==> config.mk <==
export PLATFORM = sky130hd
export DESIGN_NAME = reg8_serial_tx
export DESIGN_NICKNAME = d
export VERILOG_FILES = /design/src/rtl/reg8_serial_tx.sv
export SDC_FILE = /design/constraint.sdc
export NUM_CORES = 1
export LEC_CHECK = 0
export ABC_AREA = 1
export ABC_CLOCK_PERIOD_IN_PS = 4900
export CAP_MARGIN = 20
export CORE_AREA = 3 3 48 68
export DETAILED_ROUTE_END_ITERATION = 7
export DIE_AREA = 0 0 51 71
export DONT_BUFFER_PORTS = 1
export HOLD_SLACK_MARGIN = 0.1
export SLEW_MARGIN = 5
export SYNTH_ARGS = -nofsm -noshare
export SYNTH_HDL_FRONTEND = slang
export SYNTH_SLANG_ARGS = --single-unit
==> constraint.sdc <==
create_clock -name CK -period 4.9 [get_ports CK]
set_clock_uncertainty 0.2 [all_clocks]
set_input_delay 0.245 -clock CK [delete_from_list [all_inputs] [get_ports CK]]
set_output_delay 0.245 -clock CK [all_outputs]
set_load 0.03 [all_outputs]
==> src/rtl/reg8_serial_tx.sv <==
// reg8_serial_tx: parallel-load serial transmitter, start/data(LSB first)/stop framing
module reg8_serial_tx #(
    parameter int   WIDTH    = 8,
    parameter int   DIV      = 4,
    parameter logic IDLE_LVL = 1'b1
) (
    input  logic             CK,
    input  logic             CLR,
    input  logic [WIDTH-1:0] D,
    input  logic             EN,
    output logic             RDY,
    output logic             SO,
    output logic             BUSY,
    output logic             DONE
);
    localparam int CW = $clog2(WIDTH) + 1;
    localparam logic [7:0] DIV_TOP = 8'(DIV - 1);
    localparam logic [CW-1:0] BIT_LAST = CW'(WIDTH - 1);

    typedef enum logic [1:0] {IDLE, START, DATA, STOP} state_t;

    state_t state_q, state_d;
    logic [WIDTH-1:0] shift_q, shift_d;
    logic [CW-1:0] cnt_q, cnt_d;
    logic [7:0] div_q, div_d, div_nx;
    logic tick;
    logic so_q, so_d, rdy_q, rdy_d, busy_q, busy_d, done_q, done_d;

    assign tick   = (div_q == DIV_TOP);
    assign div_nx = tick ? 8'd0 : div_q + 8'd1;

    // next state, datapath, and registered outputs derived from the next state
    always_comb begin
        state_d = state_q;
        shift_d = shift_q;
        cnt_d   = cnt_q;
        div_d   = div_q;
        case (state_q)
            IDLE: if (EN) begin
                shift_d = D;
                div_d   = 8'd0;
                cnt_d   = '0;
                state_d = START;
            end
            START: begin
                div_d = div_nx;
                if (tick) begin
                    cnt_d   = '0;
                    state_d = DATA;
                end
            end
            DATA: begin
                div_d = div_nx;
                if (tick) begin
                    shift_d = shift_q >> 1;
                    cnt_d   = cnt_q + CW'(1);
                    state_d = (cnt_q == BIT_LAST) ? STOP : DATA;
                end
            end
            STOP: begin
                div_d = div_nx;
                state_d = tick ? IDLE : STOP;
            end
            default: state_d = IDLE;
        endcase
        so_d   = (state_d == START) ? ~IDLE_LVL : (state_d == DATA) ? shift_d[0] : IDLE_LVL;
        rdy_d  = (state_d == IDLE);
        busy_d = (state_d != IDLE);
        done_d = (state_d == STOP) && (div_d == DIV_TOP);
    end

    // state and output registers with synchronous active-low clear
    always_ff @(posedge CK) begin
        if (!CLR) begin
            state_q <= IDLE;
            shift_q <= '0;
            cnt_q   <= '0;
            div_q   <= 8'd0;
            so_q    <= IDLE_LVL;
            rdy_q   <= 1'b1;
            busy_q  <= 1'b0;
            done_q  <= 1'b0;
        end else begin
            state_q <= state_d;
            shift_q <= shift_d;
            cnt_q   <= cnt_d;
            div_q   <= div_d;
            so_q    <= so_d;
            rdy_q   <= rdy_d;
            busy_q  <= busy_d;
            done_q  <= done_d;
        end
    end

    assign SO   = so_q;
    assign RDY  = rdy_q;
    assign BUSY = busy_q;
    assign DONE = done_q;
endmodule

==> results_dict.tcl, run 1 <==
set metrics [dict create \
    fmax_ghz 0.536 \
    antenna_cells 0 \
    ys.warnings.count 0 \
    path_class "flip-flop to flip-flop" \
    period_needed_ns 1.86 \
    drive_gt1_frac 0.0861 \
    powerDensity_mw_per_mm2 293 \
    finalCritPeriodShare 0.380 \
    syn-cell-area_mm2 0.00134 \
    wl_per_cell_um 12.0 \
    pwr-share-clk 0.392 \
    port_buffers 0 \
    status "complete, no violations" \
    crit_chain "inv_1 -> nor2_1 -> nand3_1 -> nand3_2 -> nand2_1 -> nor2_1 -> nand3_1 -> nor2_1" \
    cts_num_sinks 26 \
    drtIter0Drc 21 \
    viasPerCell 5.02 \
    tns_ns 0 \
    cp-start-kind "flip-flop" \
    cts_hold_buf 9 \
    required_ns 4.92 \
    fillers 285 \
    met1_usage 0.189 \
    dieArea_mm2 0.00362 \
    switchingPower_uw 104 \
    worst_path_max_delay_cell "nor2_1" \
    synth_edf_count 0 \
    ios 15 \
    nets 223 \
    dr.pass1.iters 4 \
    dp_hpwl_um 2170 \
    vias 1235 \
    pwr-share-comb 0.095 \
    cp_slowest_stage_delay_ns 0.58 \
    p_seq_frac 0.512 \
    top_usage_layer "met2" \
    power_leakage_uw 0.000669 \
    cts-root-buf "clkbuf_8" \
    core-area_mm2 0.00279 \
    cts_resized 0 \
    grt_usage 0.175 \
    clk_path_buf_depth 2 \
    h-tree-depth 1 \
    yosysMostFrequentCell "nand2_1" \
    crit_fanout 12 \
    die_h_um 71 \
    synthTopCellsByArea "dfxtp_1, nand2_1, nand3_1, inv_1, nor2_1" \
    async_flop_share 0 \
    synthFlopType "dfxtp_1" \
    end_kind "flip-flop" \
    clkTransAtPathRegs_ns 0.09 \
    tightest_slew_ns 0.758 \
    antenna_found_initial 0 \
    cp.arrival_ns 1.88 \
    grt_pass1_vias 1184 \
    rsz0062_at_grt "no" \
    internal_power_uw 345 \
    clk_latency_ns 0.27 \
    yosys-top-cells-count "nand2_1, dfxtp_1, inv_1" \
    gr-total-overflow 0 \
    setup_violations 0 \
    synth_nets 212 \
    synth_top_area_frac 0.388 \
    synth.distinct_cells 24 \
    cts_buffers 3 \
    post_cts_buffers 0 \
    p_sw_frac 0.232 \
    grtUsageMet3 0.0253 \
    slew_headroom 0.493 \
    ys_ff_latch 26 \
    start_util 0.480 \
    stdcell_count 246 \
    synth.avg_cell_area_um2 6.73 \
    drc 0 \
    crit_path_frequent_cell "nor2_1" \
    core.rowCount 23 \
    hold_viol 0 \
    report.final.slew_viol_count 0 \
    cts_tree "built" \
    dp.cells 233 \
    wl_um 2960 \
    yosysTopAreaCell "dfxtp_1" \
    ys_seq_area_frac 0.388 \
    synthCells 199 \
    ir_drop_mv 0.211 \
    syn2layout_area_growth_pct 14.6 \
    final_util 0.550 \
    grt_max_degree 23 \
    gp_congestion 0.803 \
    hp-class "primary input to flip-flop" \
    cap_viol_max_count 0 \
    grt_util_met2 0.337 \
    die_width_um 51 \
    drtAntennaViolNets 0 \
    grt_pass1_wl_um 4970 \
]
metrics by stage:
stage               setup slack, ns  power, µW  hold slack [ns]  instance area (µm²)
floorplan                      3.30        264            0.194                 1340
global placement               3.05        271            0.199                 1370
detailed placement             3.03        273            0.207                 1370
CTS                            3.01        456            0.206                 1540
global route                   2.69        468            0.260                 1540
finish                         3.04        450            0.204                 1540
final timing paths:
check	startpoint	endpoint	slack (ns)	depth (start not counted)
worst max-delay path	state_q[1]	DONE	3.04	8
worst min register to register	shift_q[7]	shift_q[7]	0.28	2
worst min-delay path	EN	state_q[0]	0.20	4
worst max register to register	state_q[1]	DONE	3.04	8
power by group through the flow:
stage                     Clock [µW]  Combinational, µW  Sequential, µW
after floorplan                    0               30.1             234
after global placement             0               36.1             235
after detailed placement           0               37.3             235
after CTS                        182               43.2             230
after global routing             187               49.9             231
final                            176               42.9             230
final cells by class:
cell class	count	area, µm²	share of cell area
multi-input combinational	142	702	0.457
inverter	28	105	0.0685
tap	37	46.3	0.0302
clock buffer	3	41.3	0.0269
clock inverter	1	30.0	0.0196
timing repair buffer	9	90.1	0.0587
sequential	26	520	0.339
state kept, by name (all words and copies together) (netlist names):
name and flops:
cnt_q 4, div_q 8, shift_q 8, BUSY 1, DONE 1, RDY 1
SO 1, state_q 2
cells by family after synthesis:
| family | Yosys count | synth area share |
|---|---|---|
| AOI/OAI and AO/OA | 23 | 0.0990 |
| adders and majority gates | 2 | 0.0187 |
| buffers and inverters | 31 | 0.0878 |
| xor gates and xnor gates | 1 | 0.00654 |
| and+or+nand+nor | 116 | 0.400 |
| DFF | 26 | 0.388 |
cells in the final DEF (no fill, tap or decap), drive strengths merged:
| master | synthesis | layout |
|---|---|---|
| a211oi | 1 | 1 |
| a21oi | 11 | 11 |
| a31oi | 6 | 6 |
| bufinv | 0 | 1 |
| clkbuf | 2 | 3 |
| dfxtp | 26 | 26 |
| dlygate4sd3 | 0 | 9 |
| ha | 2 | 2 |
| inv | 28 | 28 |
| nand2 | 59 | 59 |
| nand3 | 23 | 23 |
| nand3b | 1 | 1 |
| nand4 | 1 | 1 |
| nor2 | 29 | 29 |
| nor3 | 3 | 3 |
| o21a | 1 | 1 |
| o21ai | 4 | 4 |
| xor2 | 1 | 1 |
metal layers:
layer | up-vias | routed length (µm)
li1 | 652 | -
met1 | 560 | 1220
met2 | 19 | 1650
met3 | 4 | 66
met4 | 0 | 29
met5 | - | 0
critical path, delay by kind of cell, from the launching register on:
family                 cells  cell delay [ns]
buffers and inverters      1             0.06
DFF                        1             0.40
and+or+nand+nor            7             1.15
Note: power is estimated with default switching activity, not from simulation.
==> run 2: changes to the inputs <==
--- a/config.mk
+++ b/config.mk
@@ -5,14 +5,15 @@
 export SDC_FILE = /design/constraint.sdc
 export NUM_CORES = 1
 export LEC_CHECK = 0
-export ABC_AREA = 1
-export ABC_CLOCK_PERIOD_IN_PS = 4900
+export ABC_AREA = 0
+export ABC_CLOCK_PERIOD_IN_PS = 1600
 export CAP_MARGIN = 20
-export CORE_AREA = 3 3 48 68
+export CORE_AREA = 3 3 50 70
 export DETAILED_ROUTE_END_ITERATION = 7
-export DIE_AREA = 0 0 51 71
+export DIE_AREA = 0 0 53 73
 export DONT_BUFFER_PORTS = 1
 export HOLD_SLACK_MARGIN = 0.1
+export PLACE_DENSITY = 0.65
 export SLEW_MARGIN = 5
 export SYNTH_ARGS = -nofsm -noshare
 export SYNTH_HDL_FRONTEND = slang
==> constraint.sdc (replaced) <==
create_clock -name CK -period 1.6 [get_ports CK]
set_clock_uncertainty 0.2 [all_clocks]
set_input_delay 0.08 -clock CK [delete_from_list [all_inputs] [get_ports CK]]
set_output_delay 0.08 -clock CK [all_outputs]
set_load 0.03 [all_outputs]
==> results_dict.tcl, run 2 <==
set metrics [dict create \
    grt_pass1_vias 1404 \
    h-tree-depth 1 \
    hp-class "primary input to flip-flop" \
    min_to "div_q[3]" \
    cts_tree "built" \
    async_flop_share 0 \
    synthFlopType "dfxtp_1" \
    core-area_mm2 0.00291 \
    syn2layout_area_growth_pct 42.2 \
    setup_violations 24 \
    die_h_um 73 \
    reg2reg_depth 6 \
    violations "setup timing" \
    cp-start-kind "flip-flop" \
    synth_edf_count 0 \
    grt_util_met2 0.390 \
    r2r-start "div_q[0]" \
    gp_congestion 0.923 \
    slew_headroom 0.469 \
    fmax_ghz 0.454 \
    ys_seq_area_frac 0.361 \
    status "finished with violations" \
    final-seq-area_um2 524 \
    drive_gt1_frac 0.379 \
    grt_max_degree 26 \
    synth_top_area_frac 0.361 \
    dp.cells 226 \
    yosys-top-cells-count "dfxtp_1, nand3_1, clkbuf_1, o21ai_0, nand2_1" \
    clk_path_buf_depth 2 \
    yosysTopAreaCell "dfxtp_1" \
    cp.arrival_ns 2.16 \
    cts_num_sinks 26 \
    mostFrequentLayoutCells "buf_4, dfxtp_1, buf_6" \
    yosysMostFrequentCell "dfxtp_1" \
    holdCritStartpoint "EN" \
    die_width_um 53 \
    grtUsageMet3 0.0266 \
    dr.pass1.iters 4 \
    period_needed_ns 2.20 \
    synth.distinct_cells 49 \
    drtAntennaViolNets 0 \
    ir_drop_mv 0.656 \
    hold_depth 4 \
    required_ns 1.56 \
    top_usage_layer "met2" \
    viasPerCell 5.82 \
    powerDensity_mw_per_mm2 616 \
    clk_latency_ns 0.27 \
    path_class "flip-flop to flip-flop" \
    wl_per_cell_um 16.0 \
    timing.final.ws_setup_ns -0.601 \
    nets 226 \
    ys_ff_latch 26 \
    cts-root-buf "clkbuf_8" \
    wl_um 3960 \
    cts_buffers 3 \
    synthCells 170 \
    synth_nets 183 \
    grt_pass1_wl_um 5990 \
    antenna_found_initial 0 \
    start_util 0.496 \
    dieArea_mm2 0.00387 \
    rsz0062_at_grt "yes" \
    antenna_cells 0 \
    cap_viol_max_count 0 \
    ios 15 \
    power_leakage_uw 0.000835 \
    dp_hpwl_um 2630 \
    largestRegisters "div_q x8, shift_q x8, cnt_q x4" \
    grt_usage 0.209 \
    fillers 227 \
    tns_ns -9.97 \
    synth.avg_cell_area_um2 8.48 \
    core.rowCount 23 \
    stdcell_count 248 \
    hold_viol 0 \
    multi_input_area_um2 960 \
    final_common_cell "buf_4" \
    crit_fanout 4 \
    met1_usage 0.225 \
    gr-total-overflow 0 \
    vias 1444 \
    ys.warnings.count 0 \
    clkTransAtPathRegs_ns 0.09 \
    syn-cell-area_mm2 0.00144 \
    timing.rr.end "DONE" \
    drtIter0Drc 45 \
    end_kind "flip-flop" \
    synthTopCellsByArea "dfxtp_1, nand3_1, a22oi_1, o21ai_0, nor2b_1" \
    r2r_slack_ns -0.60 \
    whs_ns 0.142 \
    port_buffers 0 \
    finalCritPeriodShare 1.38 \
    report.final.slew_viol_count 0 \
    drc 0 \
    tightest_slew_ns 0.797 \
]
-- run 2: cell types whose count changed after synthesis, sizes merged, moves of 5 or more --
cell / change
nand3: -10
inv: -25
a22oi: +8
a21oi: -6
clkbuf: +9
and2: +5
o21ai: +8
nor2b: +8
nor2: -22
a21boi: +9
nand2: -50
-- run 2: power by group --
part	total (µW)	internal [µW]	switching (µW)	leakage [µW]
logic	194	101	93.2	0.000600
clock network	372	169	202	0.0000216
registers	696	669	27.4	0.000214
-- run 2: area by class of cell --
| class | instances | area share |
|---|---|---|
| multi-input combinational | 126 | 0.468 |
| sequential | 26 | 0.256 |
| timing repair buffer | 53 | 0.228 |
| tap | 37 | 0.0226 |
| clock buffer | 3 | 0.0201 |
| inverter | 3 | 0.00549 |
-- run 2: what timing repair did --
action                                  in CTS  in global routing
setup buffers                                3                  6
hold buffers                                10                  0
gates resized for setup                     12                 28
endpoints found under the setup margin      24                 26
pin swaps                                    2                 21
hold endpoints to repair                    26                  0
-- run 2: metrics by stage --
step / util / power (µW) / worst slack (ns) / cell area, µm²
finish: 0.705 / 1260 / -0.601 / 2050
global placement: 0.578 / 836 / -0.502 / 1680
floorplan: - / 795 / -0.673 / 1480
global route: 0.705 / 1320 / -0.665 / 2050
CTS: 0.650 / 1240 / -0.603 / 1890
detailed placement: 0.578 / 839 / -0.607 / 1680
-- run 2: cell families after synthesis --
group	after synthesis	synth area share
and+or+nand+nor	67	0.279
DFF	26	0.361
buffers and inverters	18	0.0634
xor gates and xnor gates	2	0.0122
AOI/OAI and AO/OA	55	0.267
adders and majority gates	2	0.0174
-- run 2: worst max-delay path by stage --
| stage | startpoint | end | slack, ns |
|---|---|---|---|
| global route | div_q[0] | DONE | -0.66 |
| floorplan | div_q[3] | DONE | -0.67 |
| CTS | div_q[0] | DONE | -0.60 |
| detailed placement | div_q[1] | DONE | -0.61 |
| finish | div_q[0] | DONE | -0.60 |
| global placement | div_q[1] | DONE | -0.50 |
-- run 2: critical path: stages (launching register included) --
cell	delay, ns
dfxtp_2	0.36
ha_4	0.13
or3b_4	0.40
or4_4	0.55
nor2_8	0.13
o21ai_2	0.07
a2111oi_2	0.24
-- run 2: per-layer routing --
metal / up-vias / wire, µm
met3: 7 / 104
met5: - / 0
met4: 0 / 76
met1: 695 / 1530
met2: 33 / 2250
li1: 709 / -
